`src/rtl/mul4_seq.sv`:
```
// mul4_seq: 4x4 unsigned sequential multiplier using shift-add over four cycles.
// All additions go through a single FA4 ripple adder instance.
// Optional build macro MUL4_SEQ_ZERO_SKIP_EN: if either operand is zero when a
// request is accepted, the block skips the iterations and goes straight to DONE
// with P = 0.

// FA4: 4-bit ripple-carry adder.
module FA4 (
  input  logic [3:0] A,
  input  logic [3:0] B,
  input  logic       CIn,
  output logic [3:0] S,
  output logic       COut
);

  logic [4:0] carry;

  // Ripple the carry through the four bit positions.
  always_comb begin
    carry    = '0;
    carry[0] = CIn;
    S        = '0;
    for (int i = 0; i < 4; i++) begin
      S[i]       = A[i] ^ B[i] ^ carry[i];
      carry[i+1] = (A[i] & B[i]) | (carry[i] & (A[i] ^ B[i]));
    end
  end

  assign COut = carry[4];

endmodule

// state | meaning
// IDLE  | waiting for Start
// RUN   | one shift-add iteration per clock, four in total
// DONE  | product in P, Done high for this cycle; Start here chains the next op
module mul4_seq (
  input  logic       Clk,
  input  logic       Rst,
  input  logic       Start,
  input  logic [3:0] A,
  input  logic [3:0] B,
  output logic       Busy,
  output logic       Done,
  output logic [7:0] P
);

  typedef enum logic [1:0] {
    S_IDLE = 2'd0,
    S_RUN  = 2'd1,
    S_DONE = 2'd2
  } state_t;

  state_t     state_q, state_d;
  logic [3:0] m_q, m_d;
  logic [3:0] q_q, q_d;
  logic [3:0] h_q, h_d;
  logic       c_q, c_d;
  logic [1:0] cnt_q, cnt_d;
  logic [7:0] p_q, p_d;

  logic [3:0] fa_sum;
  logic       fa_cout;
  logic [4:0] acc;

  FA4 u_fa4 (
    .A    (h_q),
    .B    (m_q),
    .CIn  (1'b0),
    .S    (fa_sum),
    .COut (fa_cout)
  );

  // Register update; reset clears everything, including any operation in flight.
  always_ff @(posedge Clk or negedge Rst) begin
    if (!Rst) begin
      state_q <= S_IDLE;
      m_q     <= '0;
      q_q     <= '0;
      h_q     <= '0;
      c_q     <= 1'b0;
      cnt_q   <= '0;
      p_q     <= '0;
    end else begin
      state_q <= state_d;
      m_q     <= m_d;
      q_q     <= q_d;
      h_q     <= h_d;
      c_q     <= c_d;
      cnt_q   <= cnt_d;
      p_q     <= p_d;
    end
  end

  // Next-state logic: accept requests, iterate shift-add, and load the product on the last iteration.
  always_comb begin
    state_d = state_q;
    m_d     = m_q;
    q_d     = q_q;
    h_d     = h_q;
    c_d     = c_q;
    cnt_d   = cnt_q;
    p_d     = p_q;
    acc     = q_q[0] ? {fa_cout, fa_sum} : {1'b0, h_q};

    case (state_q)
      S_IDLE, S_DONE: begin
        if (Start) begin
          m_d     = A;
          q_d     = B;
          h_d     = '0;
          c_d     = 1'b0;
          cnt_d   = '0;
          state_d = S_RUN;
`ifdef MUL4_SEQ_ZERO_SKIP_EN
          if ((A == 4'd0) || (B == 4'd0)) begin
            p_d     = 8'h00;
            state_d = S_DONE;
          end
`endif
        end else begin
          state_d = S_IDLE;
        end
      end
      S_RUN: begin
        // {C,H} gets the add result, then {C,H,Q} shifts right; C refills with 0
        {c_d, h_d, q_d} = {1'b0, acc, q_q[3:1]};
        cnt_d = cnt_q + 2'd1;
        if (cnt_q == 2'd3) begin
          p_d     = {h_d, q_d};
          state_d = S_DONE;
        end
      end
      default: state_d = S_IDLE;
    endcase
  end

  assign Busy = (state_q == S_RUN);
  assign Done = (state_q == S_DONE);
  assign P    = p_q;

endmodule
```
`config.mk`:
```
export PLATFORM = sky130hd
export DESIGN_NAME = mul4_seq
export DESIGN_NICKNAME = d
export VERILOG_FILES = /design/src/rtl/mul4_seq.sv
export SDC_FILE = /design/constraint.sdc
export NUM_CORES = 1
export LEC_CHECK = 0
export ABC_AREA = 0
export CAP_MARGIN = 20
export CELL_PAD_IN_SITES_DETAIL_PLACEMENT = 2
export CELL_PAD_IN_SITES_GLOBAL_PLACEMENT = 2
export CORE_MARGIN = 2
export CORE_UTILIZATION = 33
export CTS_CLUSTER_SIZE = 20
export DETAILED_ROUTE_END_ITERATION = 8
export GPL_TIMING_DRIVEN = 0
export PLACE_DENSITY = 0.79
export REMOVE_ABC_BUFFERS = 1
export SLEW_MARGIN = 20
export SYNTH_ARGS = -nofsm -noshare
export SYNTH_HDL_FRONTEND = slang
export SYNTH_SLANG_ARGS = --single-unit
```
`constraint.sdc`:
```
create_clock -name Clk -period 2.5 [get_ports Clk]
set_clock_uncertainty 0.2 [all_clocks]
set_input_delay 0.5 -clock Clk [delete_from_list [all_inputs] [get_ports Clk]]
set_output_delay 0.5 -clock Clk [all_outputs]
set_load 0.02 [all_outputs]
```
* Word-level counts from Yosys, hierarchy flattened
Index checks and enable logic that the tools add are counted.
** Operators by class
- Add/sub/neg operators :: 1
- Eq/ne operators :: 5
- Mux-type cells :: 10
- Bitwise gates (word level) :: 17
- Reductions and logical operators :: 6
** Operators with widths (count)
- $pmux 4 s2 :: 2
- $mux 4 :: 2
- $pmux 2 s2 :: 2
- $and 1x1->1 :: 7
- $xor 1x1->1 :: 7
- $reduce_and 2->1 :: 3
- $mux 5 :: 1
- $eq 2x2->1 const B :: 2
- $mux 2 :: 2
- $or 1x1->1 :: 3
- $add 2x1->2 const B :: 1
- $eq 2x1->1 const B :: 1
- $logic_not 2->1 :: 1
- $ne 2x1->1 const B :: 1
- $ne 2x2->1 const B :: 1
- $reduce_bool 2->1 :: 1
- $reduce_or 2->1 :: 1
- $mux 1 :: 1
** Storage, ports and cells
- Flip-flop bits (word level) :: 24
- Input port bits :: 11
- Output and inout port bits :: 10
- Logic and storage cells :: 45

* Logic depth before layout (Yosys ltp)
Gate-level depths: netlist of the first run.
- Depth in word-level cells :: 9
- Depth in mapped cells :: 8
- Gate-level depth less buffers :: 8

* Hierarchy
A second synthesis of the first run with hierarchy kept.
** Unflattened totals
- Cell total of the unflattened synthesis :: 91
- Area total of the unflattened synthesis :: 1114.8 um^2
** By module, submodules not included
- mul4_seq :: times used 1, cells an instance 77, area each 997.2 um^2, seq. area each 600.6 um^2
- FA4 :: times used 1, cells an instance 14, area each 117.6 um^2, seq. area each 0.0 um^2

* Worst setup path after synthesis of the first run
OpenSTA, ideal clock, no wires.
- Kind :: flip-flop to flip-flop
- From :: reg h_q[0]
- To :: reg p_q[6], in the netlist P[6]
- Arrival time :: 1.948 ns
- Data required time :: 2.168 ns
- Slack :: 0.220 ns
- Cell stages (with the launch flop) :: 9
- Path buffers :: 0
- Clock period less this slack :: 2.280 ns
- Cell sequence :: dfrtp_1 -> ha_1 -> inv_1 -> fa_1 -> fa_1 -> inv_1 -> fa_1 -> mux2i_1 -> o21ai_0
** Between the ends
- Cells in the longest elaborated chain, start to end :: 7
** Ends and longest elaborated chain
- from (decl) :: RTL line 57 : logic [3:0] h_q, h_d;
- from (signal assigned) :: RTL line 80 : h_q <= '0;
- from (signal assigned) :: RTL line 88 : h_q <= h_d;
- $and 1x1->1 (2 in series) :: RTL line 25 : carry[i+1] = (A[i] & B[i]) | (carry[i] & (A[i] ^ B[i]));
- $or 1x1->1 :: RTL line 25
- $and 1x1->1 :: RTL line 25
- $or 1x1->1 :: RTL line 25
- $xor 1x1->1 :: RTL line 24 : S[i] = A[i] ^ B[i] ^ carry[i];
- $mux 5 :: RTL line 104 : acc = q_q[0] ? {fa_cout, fa_sum} : {1'b0, h_q};
- to (signal assigned) :: RTL line 91 : p_q <= p_d;
- to (decl) :: RTL line 60 : logic [7:0] p_q, p_d;
No other way between the ends.
A chain may end at the register's enable or synchronous reset.

* Worst setup path in the final report of the first run
- From :: reg h_q[0]
- To :: reg h_q[2]
** Between the ends
- Cells in the longest elaborated chain, start to end :: 8
** Ends and longest elaborated chain
- $and 1x1->1 (2 in series) :: RTL line 25
- $or 1x1->1 :: RTL line 25
- $and 1x1->1 :: RTL line 25
- $or 1x1->1 :: RTL line 25
- $xor 1x1->1 :: RTL line 24
- $mux 5 :: RTL line 104
- $pmux 4 s2 :: RTL line 106 : case (state_q)
No other way between the ends.

==> results of run 1 <==
-- layer usage --
| layer | track usage (%) | vias up | routed length (µm) |
|---|---|---|---|
| met5 | 0 | - | 0 |
| met3 | 2.73 | 2 | 93 |
| met1 | 18.9 | 368 | 965 |
| li1 | - | 342 | - |
| met4 | 5.17 | 0 | 8 |
| met2 | 23.9 | 17 | 1170 |
-- where the power goes --
| part | internal (mW) | total [mW] | switching (mW) | leakage [nW] |
|---|---|---|---|---|
| Combinational | 0.370 | 0.777 | 0.407 | 0.285 |
| Clock | 0.0563 | 0.169 | 0.112 | 0.0138 |
| Sequential | 0.551 | 0.665 | 0.113 | 0.304 |
-- sequential cells by signal, indices dropped and copies added (netlist names) --
name and count:
cnt_q 2, m_q 4, P 8, q_q 4, h_q 4, state_q 2
-- cells by family (layout without fill, tap and decap cells) --
group / Yosys count / in the layout / synth area share [%]
AOI/OAI and AO/OA: 17 / 17 / 10.2
adders and majority gates: 5 / 5 / 7.81
buffers and inverters: 12 / 34 / 6.08
DFF: 24 / 24 / 55.1
muxes: 13 / 13 / 12.9
and+or+nand+nor: 17 / 17 / 7.92
-- final cells by class --
class | instances | area (µm²)
clock buffers | 3 | 22.5
fillers | 352 | 1740
inverters | 8 | 35.0
multi-input cells | 52 | 430
flip-flops and latches | 24 | 601
well taps | 44 | 55.1
repair buffers | 23 | 223
-- cell usage after synthesis (2+ instances only) --
cell	n
o2bb2ai_1	4
ha_1	2
mux2_2	7
inv_1	7
dfrtp_1	24
o21ai_1	2
nand2_1	11
o21ai_0	8
fa_1	3
buf_6	2
mux2i_1	5
-- worst min-delay path, cell delays in order, from the launching register on --
cell and delay (ps):
dfrtp_1 360, nand2_1 50, o21ai_0 60
-- path summary, 6_finish.rpt --
check,to,cells past startpoint,from
max in group asynchronous,state_q[1],2,Rst
worst max-delay path,h_q[2],8,h_q[0]
worst max register to register,h_q[2],8,h_q[0]
min in group asynchronous,P[4],2,Rst
worst min register to register,P[7],2,P[7]
worst min-delay path,P[7],2,P[7]
-- placed cells by master, fill, tap and decap left out, types with 2 or more instances in the layout --
cell type         n
clkdlybuf4s50_1  18
ha_1              2
inv_1             7
clkbuf_4          3
o21ai_1           3
nand2_1          11
dfrtp_1          24
mux2i_1           5
fa_2              2
o21ai_0           7
buf_4             2
mux2_2            7
o2bb2ai_1         4
-- metrics by stage --
| step | cell area [µm²] | util [%] | power (mW) | std cells |
|---|---|---|---|---|
| floorplan | 1060 | - | 1.14 | 84 |
| global placement | 1310 | 42.3 | 1.40 | 148 |
| detailed placement | 1310 | 42.3 | 1.44 | 148 |
| CTS | 1350 | 43.4 | 1.63 | 152 |
| global route | 1370 | 44.0 | 1.77 | 154 |
| finish | 1370 | 44.0 | 1.61 | 154 |
-- repair_timing --
item / 4_1_cts / 5_1_grt
hold buffers: 0 / 1
pin swaps: 0 / 1
gates resized for setup: 2 / 3
setup endpoints to repair: 3 / 3
setup buffers: 1 / 1
endpoints found under the hold margin: 0 / 24
==> key figures, run 1 <==
Outcome
  • Status: complete, no violations

Drt
  • Routed WL per cell: roughly 15 µm
  • Number of iterations in the first detailed-routing pass: 2
  • Via count: 729
  • WL final: 2.24 mm
  • Initial DRC count: 20
  • DRC: 0
  • DR vias/cell: 4.73
  • Antenna viol nets, final: 0

Synthesis
  • Synth Warn #: 0
  • Top FF cell, synth: dfrtp_1
  • Yosys top cell by area: dfrtp_1
  • Syn_area_per_cell: 12.4 µm²
  • Synth area leaders: dfrtp_1, mux2_2, fa_1, mux2i_1, nand2_1
  • Mapped Area: about 0.0011 mm²
  • Top-area cell type share of the netlist area: 55.1%
  • Synth Register Bits: 24
  • Yosys cell types: 24
  • Synth async-reset ratio: 100%
  • Post-synth EDFFs: 0
  • Seq/Total Area, Yosys: roughly 55%
  • Syn Inst Count: 88

Layout
  • Antenna cell count: 0
  • Share of layout cells above drive strength 1: 17.3%
  • Final #Nets: 128
  • Layout area overhead: 25.4%

STA
  • Part of the cycle the worst path needs: between 90% and 100%
  • Final Max Tran Viols: 0
  • Max Clk Rate: 0.423 GHz
  • Hold Worst Slack: 295 ps
  • RSZ-0062 raised after global routing: no
  • Setup TNS: 0 ps
  • Final setup viols: 0
  • Final hold vios: 0
  • Worst-Margin Slew: 632 ps
  • Worst slew margin: 57.7%
  • Final worst slack: about 140 ps
  • Tmin final: ~2400 ps

Global routing
  • Total GRT Usage: 14.4%
  • Initial antenna violation count: 0
  • Overflow after GRT: 0
  • First-pass GRT wire length: 3.92 mm
  • Vias in the first global route: between 800 and 900
  • Largest net degree at the start of global routing: 25

Power and ir drop
  • VDD IR max: 0.000475 V
  • Power density over the cells: about 1200 mW/mm²
  • P_leak: 0.603 nW

Clock network
  • Htree depth: 1
  • Clk root buf: clkbuf_4
  • Clock Pin Slew Worst Setup and Hold Paths: 130 ps
  • CTS tree: done
  • Clk Latency, worst-skew pair: 310 ps
  • Max clock buf depth: 2
  • Num CTS Buffers: 3
  • CTS Sinks: 24

Critical path
  • Critical path arrival: 2370 ps
  • Req. time, crit path: ~2500 ps
  • Slowest CP cell: fa_1
  • CP cell instances: ha_1, inv_1, fa_2, fa_2, inv_1, fa_1, mux2i_1, o2bb2ai_1
  • Bufs and invs on worst path: 2
  • WS Path Type: reg2reg
  • Kind of end point of the critical path: flip-flop
  • Reg-to-reg slack, setup: 140 ps
  • Critical Path Max Stage Delay: roughly 400 ps
  • Crit path max-delay family: adder cells
  • Crit start category: flip-flop
  • Crit Path Max Fanout: 2

Hold path
  • Hold crit path type: reg2reg

Placement
  • IO buf count: 20
  • DP HPWL: roughly 1.6 mm
  • DP Worst Slack: -14.9 ps
  • Placer Congestion: 0.640

Floorplan
  • Site Rows: 20
  • # IOs: 21
  • Die Footprint: 0.00378 mm²
  • Starting density of the core: 35.1%
  • Die width: 61.5 µm
  • Core area: 0.00310 mm²
  • Chip height: between 60 and 70 µm

Flow run
  • Maximum capacitance violations: 0
(Power assumes the default switching activity.)
==> run 2, diff against run 1 <==
ABC_AREA = default   (was 0)
==> results of run 2 <==
Final layout, timing and power as in run 1 (identical DEF).
